[src/rtl/shift_reg_seq_if.sv]
// ---------------------------------------------------------------------------
// shift_reg_seq_if
// Bundle between a word-producing master and the shift_reg_seq frame
// sequencer.
//   in_valid   master -> seq   word offered on in_data
//   in_data    master -> seq   WIDTH-bit word to serialize
//   in_ready   seq -> master   sequencer can accept a word this cycle
//   abort      master -> seq   synchronous frame cancel
//   pi         seq -> master   serial bit towards the shift register
//   shift_en   seq -> master   pi carries a valid frame bit this cycle
//   busy       seq -> master   frame in progress
//   frame_done seq -> master   one-cycle pulse after the last frame bit
// Modports: master (word producer / observer), slave (the sequencer).
// ---------------------------------------------------------------------------
interface shift_reg_seq_if #(
  parameter int WIDTH = 16
);
  logic             in_valid;
  logic [WIDTH-1:0] in_data;
  logic             in_ready;
  logic             abort;
  logic             pi;
  logic             shift_en;
  logic             busy;
  logic             frame_done;

  modport master (
    output in_valid, in_data, abort,
    input  in_ready, pi, shift_en, busy, frame_done
  );

  modport slave (
    input  in_valid, in_data, abort,
    output in_ready, pi, shift_en, busy, frame_done
  );
endinterface

[src/rtl/shift_reg_seq.sv]
// ---------------------------------------------------------------------------
// shift_reg_seq
// Frame sequencer: accepts a parallel word on a valid/ready handshake and
// presents it MSB first, one bit per clock, on pi qualified by shift_en.
// frame_done pulses for one cycle after the last bit of each frame.
//
// Ports:
//   clk  clock, rising edge
//   rst  asynchronous, active-low reset
//   bus  shift_reg_seq_if.slave (in_valid/in_data/in_ready/abort in,
//        pi/shift_en/busy/frame_done out)
//
// Optional feature macro: SHIFT_REG_SEQ_PARITY_EN
//   defined   -> a PARITY state appends an even-parity bit to every frame
//                (WIDTH+1 shift_en cycles per frame)
//   undefined -> frames are exactly WIDTH shift_en cycles
// ---------------------------------------------------------------------------
module shift_reg_seq #(
  parameter int WIDTH = 16
) (
  input  logic           clk,
  input  logic           rst,
  shift_reg_seq_if.slave bus
);

  localparam int              CNT_W   = $clog2(WIDTH);
  localparam logic [CNT_W-1:0] CNT_TOP = CNT_W'(WIDTH - 1);

  typedef enum logic [1:0] {
    ST_IDLE   = 2'd0,
    ST_SHIFT  = 2'd1,
`ifdef SHIFT_REG_SEQ_PARITY_EN
    ST_PARITY = 2'd3,
`endif
    ST_DONE   = 2'd2
  } state_t;

  state_t           state_q, state_d;
  logic [CNT_W-1:0] cnt_q,   cnt_d;
  logic [WIDTH-1:0] hold_q,  hold_d;

  logic ready_state;
  logic accept;

  // The sequencer can take a word while idle or in the DONE cycle (which
  // gives back-to-back frames). rst gates it so in_ready is low during reset.
  always_comb begin
    ready_state = (state_q == ST_IDLE) || (state_q == ST_DONE);
  end

  assign bus.in_ready = rst & ready_state;
  assign accept       = bus.in_valid & bus.in_ready & ~bus.abort;

  // -------------------------------------------------------------------------
  // State register
  // -------------------------------------------------------------------------
  always_ff @(posedge clk or negedge rst) begin
    if (!rst) begin
      state_q <= ST_IDLE;
      cnt_q   <= '0;
      hold_q  <= '0;
    end else begin
      state_q <= state_d;
      cnt_q   <= cnt_d;
      hold_q  <= hold_d;
    end
  end

  // -------------------------------------------------------------------------
  // Next-state logic (state, bit counter, holding register)
  // -------------------------------------------------------------------------
  always_comb begin
    state_d = state_q;
    cnt_d   = cnt_q;
    hold_d  = hold_q;

    case (state_q)
      ST_IDLE: begin
        if (accept) begin
          state_d = ST_SHIFT;
        end
      end
      ST_SHIFT: begin
        if (cnt_q == '0) begin
`ifdef SHIFT_REG_SEQ_PARITY_EN
          state_d = ST_PARITY;
`else
          state_d = ST_DONE;
`endif
        end else begin
          cnt_d = cnt_q - 1'b1;
        end
      end
`ifdef SHIFT_REG_SEQ_PARITY_EN
      ST_PARITY: begin
        state_d = ST_DONE;
      end
`endif
      ST_DONE: begin
        state_d = accept ? ST_SHIFT : ST_IDLE;
      end
      default: begin
        state_d = ST_IDLE;
      end
    endcase

    // accept already excludes abort, so a new word is only loaded when the
    // frame is genuinely starting.
    if (accept) begin
      cnt_d  = CNT_TOP;
      hold_d = bus.in_data;
    end

    // abort wins over everything; bits already shifted stay shifted.
    if (bus.abort) begin
      state_d = ST_IDLE;
      cnt_d   = '0;
    end
  end

  // -------------------------------------------------------------------------
  // Output decode, purely from registered state
  // -------------------------------------------------------------------------
  always_comb begin
    bus.pi         = 1'b0;
    bus.shift_en   = 1'b0;
    bus.busy       = 1'b0;
    bus.frame_done = 1'b0;

    case (state_q)
      ST_SHIFT: begin
        bus.pi       = hold_q[cnt_q];
        bus.shift_en = 1'b1;
        bus.busy     = 1'b1;
      end
`ifdef SHIFT_REG_SEQ_PARITY_EN
      ST_PARITY: begin
        bus.pi       = ^hold_q;  // even parity over the data word
        bus.shift_en = 1'b1;
        bus.busy     = 1'b1;
      end
`endif
      ST_DONE: begin
        bus.frame_done = 1'b1;
      end
      default: begin
      end
    endcase
  end

endmodule

[src/flat_wrapper.sv]
// flat-port wrapper written by rule: the top's interface ports become plain ports
module shift_reg_seq_flat 
#(
  parameter int WIDTH = 16
)
  (clk, rst, bus_in_valid, bus_in_data, bus_abort, bus_in_ready, bus_pi, bus_shift_en, bus_busy, bus_frame_done);
  shift_reg_seq_if #(.WIDTH(WIDTH)) bus_i ();
  input  logic clk;
  input  logic rst;
  input wire logic [$bits(bus_i.in_valid)-1:0] bus_in_valid;
  input wire logic [$bits(bus_i.in_data)-1:0] bus_in_data;
  input wire logic [$bits(bus_i.abort)-1:0] bus_abort;
  output wire logic [$bits(bus_i.in_ready)-1:0] bus_in_ready;
  output wire logic [$bits(bus_i.pi)-1:0] bus_pi;
  output wire logic [$bits(bus_i.shift_en)-1:0] bus_shift_en;
  output wire logic [$bits(bus_i.busy)-1:0] bus_busy;
  output wire logic [$bits(bus_i.frame_done)-1:0] bus_frame_done;
  assign bus_i.in_valid = bus_in_valid;
  assign bus_i.in_data = bus_in_data;
  assign bus_i.abort = bus_abort;
  assign bus_in_ready = bus_i.in_ready;
  assign bus_pi = bus_i.pi;
  assign bus_shift_en = bus_i.shift_en;
  assign bus_busy = bus_i.busy;
  assign bus_frame_done = bus_i.frame_done;
  shift_reg_seq #(.WIDTH(WIDTH)) u_core (.clk(clk), .rst(rst), .bus(bus_i));
endmodule
[config.mk]
export PLATFORM = sky130hd
export DESIGN_NAME = shift_reg_seq_flat
export DESIGN_NICKNAME = d
export VERILOG_FILES = /design/src/rtl/shift_reg_seq_if.sv /design/src/rtl/shift_reg_seq.sv /design/src/flat_wrapper.sv
export SDC_FILE = /design/constraint.sdc
export NUM_CORES = 1
export LEC_CHECK = 0
export BUFFER_PORTS_ARGS = -buffer_cell sky130_fd_sc_hd__buf_2
export CORE_ASPECT_RATIO = 0.7
export CORE_MARGIN = 2
export CORE_UTILIZATION = 55
export DETAILED_ROUTE_END_ITERATION = 12
export PLACE_DENSITY = 0.84
export SETUP_SLACK_MARGIN = 0.5
export SLEW_MARGIN = 10
export SYNTH_ARGS = -nofsm -noshare
export SYNTH_HDL_FRONTEND = slang
export SYNTH_SLANG_ARGS = --single-unit
export TNS_END_PERCENT = 50
[constraint.sdc]
create_clock -name clk -period 3.2 [get_ports clk]
set_clock_uncertainty 0.05 [all_clocks]
set_input_delay 0.64 -clock clk [delete_from_list [all_inputs] [get_ports clk]]
set_output_delay 0.64 -clock clk [all_outputs]
set_load 0.1 [all_outputs]
==> results.sh, run 1 <==
export IMPL_outcome="finished, final reports clean"
export IMPL_setup_tns_ns=0
export IMPL_grt_total_usage_pct=23.2
export IMPL_synth_edff_count=0
export IMPL_comb_power_share_pct=24.2
export IMPL_drive_above_1_share_pct=28.4
export IMPL_die_w_um=57.3
export IMPL_netlist_area_leader_share_pct=50.3
export IMPL_antenna_found_initial=0
export IMPL_dp_hpwl_mm=1.68
export IMPL_finalSetupViolCount=0
export IMPL_finalCriticalPeriod_ns=2.59
export IMPL_routed_wirelength_mm=2.30
export IMPL_cts_buffers=3
export IMPL_drtPass1Iterations=4
export IMPL_grt_busiest_layer="met2"
export IMPL_worst_pin_slew_ns=0.809
export IMPL_syn_area_um2=1090
export IMPL_gp_congestion=0.760
export IMPL_cell_internal_pwr_uw=528
export IMPL_netlist_instances=119
export IMPL_drt_iter0_markers=30
export IMPL_ir_worst_vdd_mv=0.431
export IMPL_cts_root_buf="clkbuf_4"
export IMPL_maxClockFrequency_ghz=0.386
export IMPL_drv_cap=0
export IMPL_io_pins=25
export IMPL_seqCellArea_um2=552
export IMPL_rsz0062_at_grt="no"
export IMPL_avgViaCountPerCell=5.31
export IMPL_n_antenna_cell=0
export IMPL_clock_path_buffers=2
export IMPL_r2r_start="u_core.cnt_q[0]$_DFFE_PN0P_"
export IMPL_cts_num_sinks=22
export IMPL_ys_flop_type="dfrtp_1"
export IMPL_slowest_stage="dfrtp_2"
export IMPL_grt_max_degree=23
export IMPL_arrival_ns=1.90
export IMPL_critical_path_max_stage_delay_ns=0.48
export IMPL_synth_area_leaders="dfrtp_1 (50%), nand2_1 (17%), mux4_2 (4.1%), mux2i_1 (2.7%), o21ai_1 (2.3%)"
export IMPL_die_y_um=41.3
export IMPL_power_share_sequential_pct=47.7
export IMPL_cts_tree="built"
export IMPL_seq_area_frac_synth_pct=50.3
export IMPL_holdCritPathClass="in -> async"
export IMPL_worstPathMaxFanout=6
export IMPL_async_flop_share_pct=100
export IMPL_p_switching_uw=243
export IMPL_drc=0
export IMPL_cts_max_level=1
export IMPL_antenna_left=0
export IMPL_ys_warn_count=0
export IMPL_ys_types=30
export IMPL_wl_per_cell_um=14.1
export IMPL_syn2layout_area_growth_pct=15.9
export IMPL_power_density_nw_per_um2=608
export IMPL_finalNetCount=163
export IMPL_synth_area_leader_cell="dfrtp_1"
export IMPL_critPathKind="reg -> out"
export IMPL_fill_cells=148
export IMPL_cp_start_kind="register"
export IMPL_synthTopCellsByCount="nand2_1 (50), dfrtp_1 (22), o21ai_1 (5)"
export IMPL_avgSynthCellArea_um2=9.20
export IMPL_yosysMostFrequentCell="nand2_1"
export IMPL_max_slew_margin_rel_pct=45.9
export IMPL_vias=865
export IMPL_worst_hold_slack_ns=0.239
export IMPL_synth_seq_cells=22
export IMPL_clk_latency_ns=0.32
export IMPL_power_leakage_nw=0.657
export IMPL_end_kind="output port"
export IMPL_num_rows=13
export IMPL_grt_pass1_vias=896
export IMPL_met2_usage_pct=42.0
export IMPL_coreArea_um2=1870
export IMPL_port_buffers=24
export IMPL_worstPathRequired_ns=2.51
export IMPL_path_buf_inv=1
export IMPL_path_cells="mux2_1, or3_1, o211ai_1, o21ai_2, buf_4"
export IMPL_start_util_pct=58.5
export IMPL_ctsHoldBuffers=0
export IMPL_critical_path_top_delay_family="flip-flops"
export IMPL_finalHoldViolCount=0
export IMPL_globalRouteMet3Util_pct=6.79
export IMPL_fp_dieArea_um2=2370
export IMPL_swShare_pct=31.5
export IMPL_slew_violations=0
export IMPL_clk_pin_slew_worst_paths_ns=0.13
export IMPL_startpoint="u_core.cnt_q[1]$_DFFE_PN0P_"
export IMPL_grt_pass1_wl_mm=3.88
export IMPL_layout_worst_path_cycle_share_pct=81.0
export IMPL_clkPwrFrac_pct=28.1
export IMPL_multiInputGateArea_um2=484
export IMPL_grt_remaining_overflow=0
export IMPL_grt_use_met1_pct=27.9
export IMPL_syn_num_nets=140
## cells in the final DEF, fill, tap and decap left out, types with 2 or more instances in the layout
cell	count
a21oi_1	2
buf_2	23
buf_4	3
clkbuf_4	3
dfrtp_1	21
inv_1	3
mux2i_1	3
mux4_2	2
nand2_1	50
nand3_1	3
nor2_1	2
o21ai_1	4
o21ai_2	2
xnor2_1	2
## worst reg2reg max path, delay by kind of cell, from the launching register on
kind                       cells  cell delay, ns
DFF                            1            0.52
AOI/OAI and AO/OA              2            0.48
muxes                          1            0.38
buffers and inverters          1            0.10
adders and majority gates      1            0.26
## path summary, 6_finish.rpt
path                                                end  slack [ns]  cells after the start
min                        u_core.hold_q[9]$_DFFE_PN0N_        0.24                      2
max in group asynchronous   u_core.cnt_q[1]$_DFFE_PN0P_        2.63                      2
max reg2reg                 u_core.cnt_q[1]$_DFFE_PN0P_        1.33                      5
min reg2reg                u_core.hold_q[3]$_DFFE_PN0N_        0.45                      2
max                                              bus_pi        0.61                      5
min in group clk           u_core.hold_q[3]$_DFFE_PN0N_        0.45                      2
## power groups by stage
| stage | Combinational [mW] | Clock, mW | Sequential (mW) |
|---|---|---|---|
| after global placement | 0.174 | 0 | 0.370 |
| final | 0.186 | 0.217 | 0.368 |
| after CTS | 0.183 | 0.219 | 0.368 |
| after floorplan | 0.162 | 0 | 0.350 |
| after global routing | 0.209 | 0.232 | 0.375 |
| after detailed placement | 0.182 | 0 | 0.373 |
## logic make-up after synthesis
kind of cell	share of synthesized area (%)
AOI/OAI and AO/OA	6.63
xor gates and xnor gates	1.60
adders and majority gates	1.14
buffers and inverters	6.06
DFF	50.3
muxes	8.91
and+or+nand+nor	25.4
## metal layers
metal	share of wire, %	up-vias	wire length (um)
met5	0	-	0
met4	0.61	0	14
met3	4.0	2	93
met2	48	17	1110
met1	47	419	1080
li1	-	427	-
## final cells by class
| class | instances | area share [%] |
|---|---|---|
| clock inverter | 1 | 2.37 |
| sequential | 22 | 43.5 |
| tap | 22 | 2.17 |
| clock buffer | 3 | 1.78 |
| timing repair buffer | 26 | 10.8 |
| multi-input combinational | 85 | 38.2 |
| inverter | 4 | 1.18 |
## flip-flops by register name, summed over array words and instances, names as in the netlist
| signal | count |
|---|---|
| u_core.hold_q | 16 |
| u_core.cnt_q | 4 |
| u_core.state_q | 2 |
## repair_timing
action,CTS,global route
setup endpoints to repair,1,1
resized for setup,1,2
buffers inserted,0,1
## metrics by stage
step	instance area, um^2	instances	util, %	setup slack [ns]	power (mW)
floorplan	1100	119	-	0.607	0.511
global placement	1200	158	64.4	0.911	0.544
detailed placement	1200	158	64.4	0.844	0.555
CTS	1260	162	67.3	0.527	0.770
global route	1270	163	67.8	0.523	0.815
finish	1270	163	67.8	0.608	0.771
Power figures use the tool's default switching activity.
==> inputs of run 2 (changes only) <==
Settings changed: ABC_AREA set to 1, CORE_UTILIZATION 55 to 53, PLACE_DENSITY 0.84 to 0.81.
Clock period 3.2 ns to 2.7 ns, I/O delays scaled along.
==> run 2 against run 1 <==
Worst hold slack worse by 0.10 ns. Core utilization is 0.53 points higher. Wire length is 8.8% higher. Sequential power is 15% higher. Sequential share of layout area is 5.4 points lower. Flip-flop and latch count stayed put. First-iteration DRC count is 40% higher. Global-route usage is 1.9 points lower. Non-clock buffer count is 5 higher. Register-to-register slack worse by 0.19 ns. Largest cell class unchanged. Largest power group unchanged. Highest routed layer unchanged.
==> results.sh, run 2 <==
export IMPL_outcome="finished, final reports clean"
export IMPL_path_cells="buf_6, nand2_1, nand3_1, nand3_1, nand3_2, a21oi_4, buf_12"
export IMPL_maxClockFrequency_ghz=0.439
export IMPL_io_pins=25
export IMPL_power_density_nw_per_um2=654
export IMPL_clk_latency_ns=0.32
export IMPL_critPathKind="reg -> out"
export IMPL_cts_tree="built"
export IMPL_netlist_area_leader_share_pct=47.2
export IMPL_ctsHoldBuffers=0
export IMPL_antenna_found_initial=0
export IMPL_drc=0
export IMPL_largest_register_ff_count=16
export IMPL_n_antenna_cell=0
export IMPL_grt_remaining_overflow=0
export IMPL_vias=1036
export IMPL_die_w_um=60.1
export IMPL_grt_pass1_wl_mm=4.08
export IMPL_coreArea_um2=2120
export IMPL_drtPass1Iterations=4
export IMPL_synthTopCellsByCount="nand2_1 (46), dfrtp_1 (22), inv_1 (21)"
export IMPL_dp_hpwl_mm=1.75
export IMPL_rsz0062_at_grt="yes"
export IMPL_start_util_pct=55.1
export IMPL_routed_wirelength_mm=2.50
export IMPL_worstPathMaxFanout=7
export IMPL_critical_path_max_stage_delay_ns=0.49
export IMPL_layout_worst_path_cycle_share_pct=84.3
export IMPL_holdCritPathClass="in -> async"
export IMPL_synth_seq_cells=22
export IMPL_ys_flop_type="dfrtp_1"
export IMPL_worst_pin_slew_ns=0.493
export IMPL_port_buffers=24
export IMPL_power_leakage_nw=0.764
export IMPL_num_rows=14
export IMPL_grt_max_degree=34
export IMPL_syn_num_nets=169
export IMPL_ys_types=23
export IMPL_end_kind="output port"
export IMPL_synth_area_leaders="dfrtp_1 (47%), nand2_1 (15%), inv_1 (6.8%), nand3_1 (5.1%), o21ai_2 (4.5%)"
export IMPL_grt_pass1_vias=976
export IMPL_synth_area_leader_cell="dfrtp_1"
export IMPL_drv_cap=0
export IMPL_finalNetCount=200
export IMPL_drt_iter0_markers=42
export IMPL_fill_cells=189
export IMPL_fp_dieArea_um2=2600
export IMPL_syn_area_um2=1170
export IMPL_cts_buffers=3
export IMPL_clock_path_buffers=2
export IMPL_slew_violations=0
export IMPL_die_y_um=43.3
export IMPL_syn2layout_area_growth_pct=24.1
export IMPL_multiInputGateArea_um2=533
export IMPL_final_core_util_pct=68.4
export IMPL_cts_root_buf="clkbuf_4"
export IMPL_clk_pin_slew_worst_paths_ns=0.12
export IMPL_slowest_stage="dfrtp_2"
export IMPL_drive_above_1_share_pct=33.1
export IMPL_most_common_layout_cells="nand2_1 (46), buf_2 (23), dfrtp_1 (21)"
export IMPL_antenna_left=0
export IMPL_setup_tns_ns=0
export IMPL_mostFrequentLayoutCell="nand2_1"
export IMPL_cp_start_kind="register"
export IMPL_finalCriticalPeriod_ns=2.28
export IMPL_synth_edff_count=0
export IMPL_path_common_cell="nand3_1"
export IMPL_reg_top3="u_core.hold_q x16, u_core.cnt_q x4, u_core.state_q x2"
export IMPL_top_register="u_core.hold_q"
export IMPL_async_flop_share_pct=100
export IMPL_arrival_ns=1.69
export IMPL_worstPathRequired_ns=2.11
export IMPL_grt_total_usage_pct=21.3
export IMPL_cts_max_level=1
export IMPL_seqCellArea_um2=552
export IMPL_finalHoldViolCount=0
export IMPL_finalSetupViolCount=0
export IMPL_gp_congestion=0.845
export IMPL_seq_area_frac_synth_pct=47.2
export IMPL_avgSynthCellArea_um2=7.89
export IMPL_ys_warn_count=0
export IMPL_netlist_instances=148
export IMPL_cts_num_sinks=22
export IMPL_wl_per_cell_um=11.9
export IMPL_yosysMostFrequentCell="nand2_1"
export IMPL_max_slew_margin_rel_pct=67.4
export IMPL_avgViaCountPerCell=4.93
export IMPL_ir_worst_vdd_mv=0.337
-- run 2: worst max-delay path, delay by kind of cell (launching register included) --
family	cells	cell delay, ns
flops	1	0.49
compound gates	1	0.19
buf+inv	2	0.35
simple gates	4	0.34
-- run 2: where the power goes --
part	switching [mW]	internal [mW]
Clock	0.0984	0.0826
Sequential	0.0353	0.390
Combinational	0.215	0.126
-- run 2: final timing paths --
| kind | start | endpoint | slack (ns) | depth (start not counted) |
|---|---|---|---|---|
| max in group asynchronous | rst | u_core.cnt_q[0]$_DFFE_PN0P_ | 2.21 | 2 |
| min in group clk | bus_in_data[3] | u_core.hold_q[3]$_DFFE_PN0N_ | 0.36 | 3 |
| worst max register to register | u_core.cnt_q[1]$_DFFE_PN0P_ | u_core.cnt_q[2]$_DFFE_PN0P_ | 1.14 | 7 |
| worst max-delay path | u_core.cnt_q[0]$_DFFE_PN0P_ | bus_pi | 0.42 | 7 |
| worst min-delay path | rst | u_core.hold_q[9]$_DFFE_PN0N_ | 0.14 | 2 |
| worst min register to register | u_core.hold_q[12]$_DFFE_PN0N_ | u_core.hold_q[12]$_DFFE_PN0N_ | 0.45 | 2 |
-- run 2: logic make-up after synthesis --
kind of cell             synth area share [%]
AND/OR/NAND/NOR                          28.6
buffers and inverters                    11.6
AO/OA/AOI/OAI                            10.8
flip-flops                               47.2
adder cells (fa/ha/maj)                  1.07
XOR/XNOR                                0.750
-- run 2: layer usage --
layer / track usage, % / vias up / wire (um)
met5: 0 / - / 0
met4: 5.33 / 0 / 27
met3: 6.40 / 6 / 162
met2: 35.0 / 38 / 1230
met1: 27.2 / 474 / 1080
li1: - / 518 / -
-- run 2: stage by stage --
stage / power, mW / hold WS (ns) / worst slack (ns) / instance area, um^2 / instances
final: 0.947 / 0.138 / 0.423 / 1450 / 210
after global routing: 1.00 / 0.151 / 0.377 / 1450 / 210
after CTS: 0.927 / 0.140 / 0.476 / 1420 / 210
after detailed placement: 0.711 / 0.413 / 0.370 / 1300 / 200
after global placement: 0.698 / 0.417 / 0.470 / 1300 / 200
after floorplan: 0.644 / 0.194 / 0.441 / 1180 / 148
-- run 2: cell type report --
class                           count  area share, %
Inverter                           23           6.13
Timing Repair Buffer               31           13.7
Multi-Input combinational cell     98           36.8
Sequential cell                    22           38.1
Tap cell                           32           2.76
Clock buffer                        4           2.50
-- run 2: what timing repair did --
action	CTS	global route
setup buffers	6	0
setup endpoints to repair	1	1
pin swaps	2	8
gates resized for setup	10	10
hold endpoints to repair	0	0
==> inputs of run 3 (changes only) <==
Settings changed: ABC_AREA 1 to 0, CORE_UTILIZATION 53 to 47, PLACE_DENSITY 0.81 to 0.77.
Clock period 2.7 ns to 2 ns, I/O delays scaled along.
==> run 3 against run 2 <==
Core utilization grew 3.8 points. Sequential share of layout area shrank 2.7 points. Global-route usage grew 0.88 points. Count of clock-buffer cells in the layout shrank 1. Cell count shrank 13%. Flip-flop and latch count is the same. Register-to-register slack lost 0.80 ns. Highest routed layer unchanged. Combinational power grew 30%. Via count shrank 14%. Critical endpoint unchanged. Sequential power grew 39%. The run now ends with negative setup slack left. Critical path type unchanged. Critical path depth shrank 3. Largest power group unchanged.
==> results.sh, run 3 (synthesis gave the netlist of run 1 again) <==
export IMPL_finalSetupViolCount=1
export IMPL_critPathKind="reg -> out"
export IMPL_grt_pass1_vias=910
export IMPL_finalCriticalPeriod_ns=2.24
export IMPL_io_pins=25
export IMPL_grt_remaining_overflow=0
export IMPL_drt_iter0_markers=25
export IMPL_worst_hold_slack_ns=0.222
export IMPL_fill_cells=169
export IMPL_port_buffers=24
export IMPL_critical_path_max_stage_delay_ns=0.55
export IMPL_violations="negative setup slack"
export IMPL_most_common_layout_cells="nand2_1 (49), buf_2 (19), dfrtp_1 (19)"
export IMPL_holdCritPathClass="in -> reg"
export IMPL_clk_pin_slew_worst_paths_ns=0.12
export IMPL_die_y_um=44.4
export IMPL_cts_max_level=1
export IMPL_finalHoldViolCount=0
export IMPL_grt_pass1_wl_mm=4.28
export IMPL_largest_register_ff_count=16
export IMPL_clk_latency_ns=0.30
export IMPL_cts_num_sinks=22
export IMPL_drc=0
export IMPL_power_leakage_nw=0.746
export IMPL_antenna_found_initial=0
export IMPL_grt_total_usage_pct=22.2
export IMPL_cp_start_kind="register"
export IMPL_slowest_stage="mux4_2"
export IMPL_gp_congestion=0.799
export IMPL_path_cells="mux4_2, o2111ai_4, o21ai_4, buf_12"
export IMPL_grt_max_degree=23
export IMPL_grt_busiest_layer="met2"
export IMPL_reg_top3="u_core.hold_q x16, u_core.cnt_q x4, u_core.state_q x2"
export IMPL_top_register="u_core.hold_q"
export IMPL_outcome="finished with violations"
export IMPL_coreArea_um2=2170
export IMPL_mostFrequentLayoutCell="nand2_1"
export IMPL_syn2layout_area_growth_pct=43.2
export IMPL_vias=893
export IMPL_drive_above_1_share_pct=41.7
export IMPL_worst_slack_ns=-0.236
export IMPL_drtPass1Iterations=4
export IMPL_num_rows=14
export IMPL_power_density_nw_per_um2=876
export IMPL_dp_hpwl_mm=1.64
export IMPL_finalNetCount=173
export IMPL_power_total_mw=1.37
export IMPL_start_util_pct=50.4
export IMPL_met2_usage_pct=36.4
export IMPL_worst_pin_slew_ns=0.423
export IMPL_ir_worst_vdd_mv=0.453
export IMPL_end_kind="output port"
export IMPL_drv_cap=0
export IMPL_die_w_um=61.7
export IMPL_maxClockFrequency_ghz=0.447
export IMPL_cts_tree="built"
export IMPL_antenna_left=0
export IMPL_avgViaCountPerCell=4.88
export IMPL_n_antenna_cell=0
export IMPL_cts_root_buf="clkbuf_4"
export IMPL_routed_wirelength_mm=2.50
export IMPL_globalRouteMet3Util_pct=6.14
export IMPL_max_slew_margin_rel_pct=71.7
export IMPL_cts_buffers=3
export IMPL_grt_use_met1_pct=28.1
export IMPL_slew_violations=0
export IMPL_rsz0062_at_grt="yes"
export IMPL_arrival_ns=1.79
export IMPL_worstPathRequired_ns=1.55
export IMPL_clock_path_buffers=2
export IMPL_fp_dieArea_um2=2740
export IMPL_worstPathMaxFanout=4
export IMPL_wl_per_cell_um=13.7
export IMPL_layout_worst_path_cycle_share_pct=112
run 3: worst paths after layout:
check	startpoint	endpoint	slack [ns]	cells past startpoint
setup / recovery	u_core.cnt_q[1]$_DFFE_PN0P_	bus_pi	-0.24	4
hold / removal	bus_in_data[6]	u_core.hold_q[6]$_DFFE_PN0N_	0.22	3
setup reg to reg	u_core.cnt_q[1]$_DFFE_PN0P_	u_core.cnt_q[3]$_DFFE_PN0P_	0.34	6
hold reg to reg	u_core.hold_q[10]$_DFFE_PN0N_	u_core.hold_q[10]$_DFFE_PN0N_	0.44	2
max in group asynchronous	rst	u_core.cnt_q[1]$_DFFE_PN0P_	1.11	3
min in group asynchronous	rst	u_core.hold_q[4]$_DFFE_PN0N_	0.55	3
run 3: routing by layer:
layer	part of all wire (%)	vias up
met5	0	-
met4	1.8	0
met3	4.7	6
met2	50	22
met1	44	418
li1	-	447
run 3: layout make-up:
class | instances | area (um^2) | share of cell area (%)
well taps | 32 | 40.0 | 2.55
multi-input cells | 85 | 601 | 38.3
repair buffers | 36 | 295 | 18.8
flip-flops and latches | 22 | 554 | 35.4
clock buffers | 3 | 22.5 | 1.44
clock inverters | 1 | 30.0 | 1.92
inverters | 4 | 25.0 | 1.60
run 3: report_power, final:
part | switching (mW) | leakage [nW] | internal [mW] | total, mW
sequential | 0.0681 | 0.275 | 0.523 | 0.591
combinational | 0.234 | 0.443 | 0.209 | 0.443
clock | 0.137 | 0.0279 | 0.203 | 0.339
run 3: critical path: cells and delay by family, from the launching register on:
kind                   cells  cell delay [ns]
multiplexers               1             0.55
flip-flops                 1             0.44
buffers and inverters      1             0.17
AO/OA/AOI/OAI              2             0.32
run 3: per-stage QoR:
step	worst slack, ns	std cells	TNS, ns	cell area (um^2)	utilization, %
6_report	-0.236	183	-0.236	1570	72.2
4_1_cts	-0.252	182	-0.252	1530	70.4
2_1_floorplan	0.0624	119	0	1170	-
3_5_place_dp	-0.0911	173	-0.0911	1320	60.6
5_1_grt	-0.311	183	-0.311	1570	72.2
3_3_place_gp	-0.0268	173	-0.0268	1320	60.6
run 3: what timing repair did:
item                       CTS  global route
cloned                       0             0
resized for setup           32             6
setup endpoints to repair   11            10
pin swaps                    5             5
hold buffers                 1             0
setup buffers                4             1
hold endpoints to repair     4             0
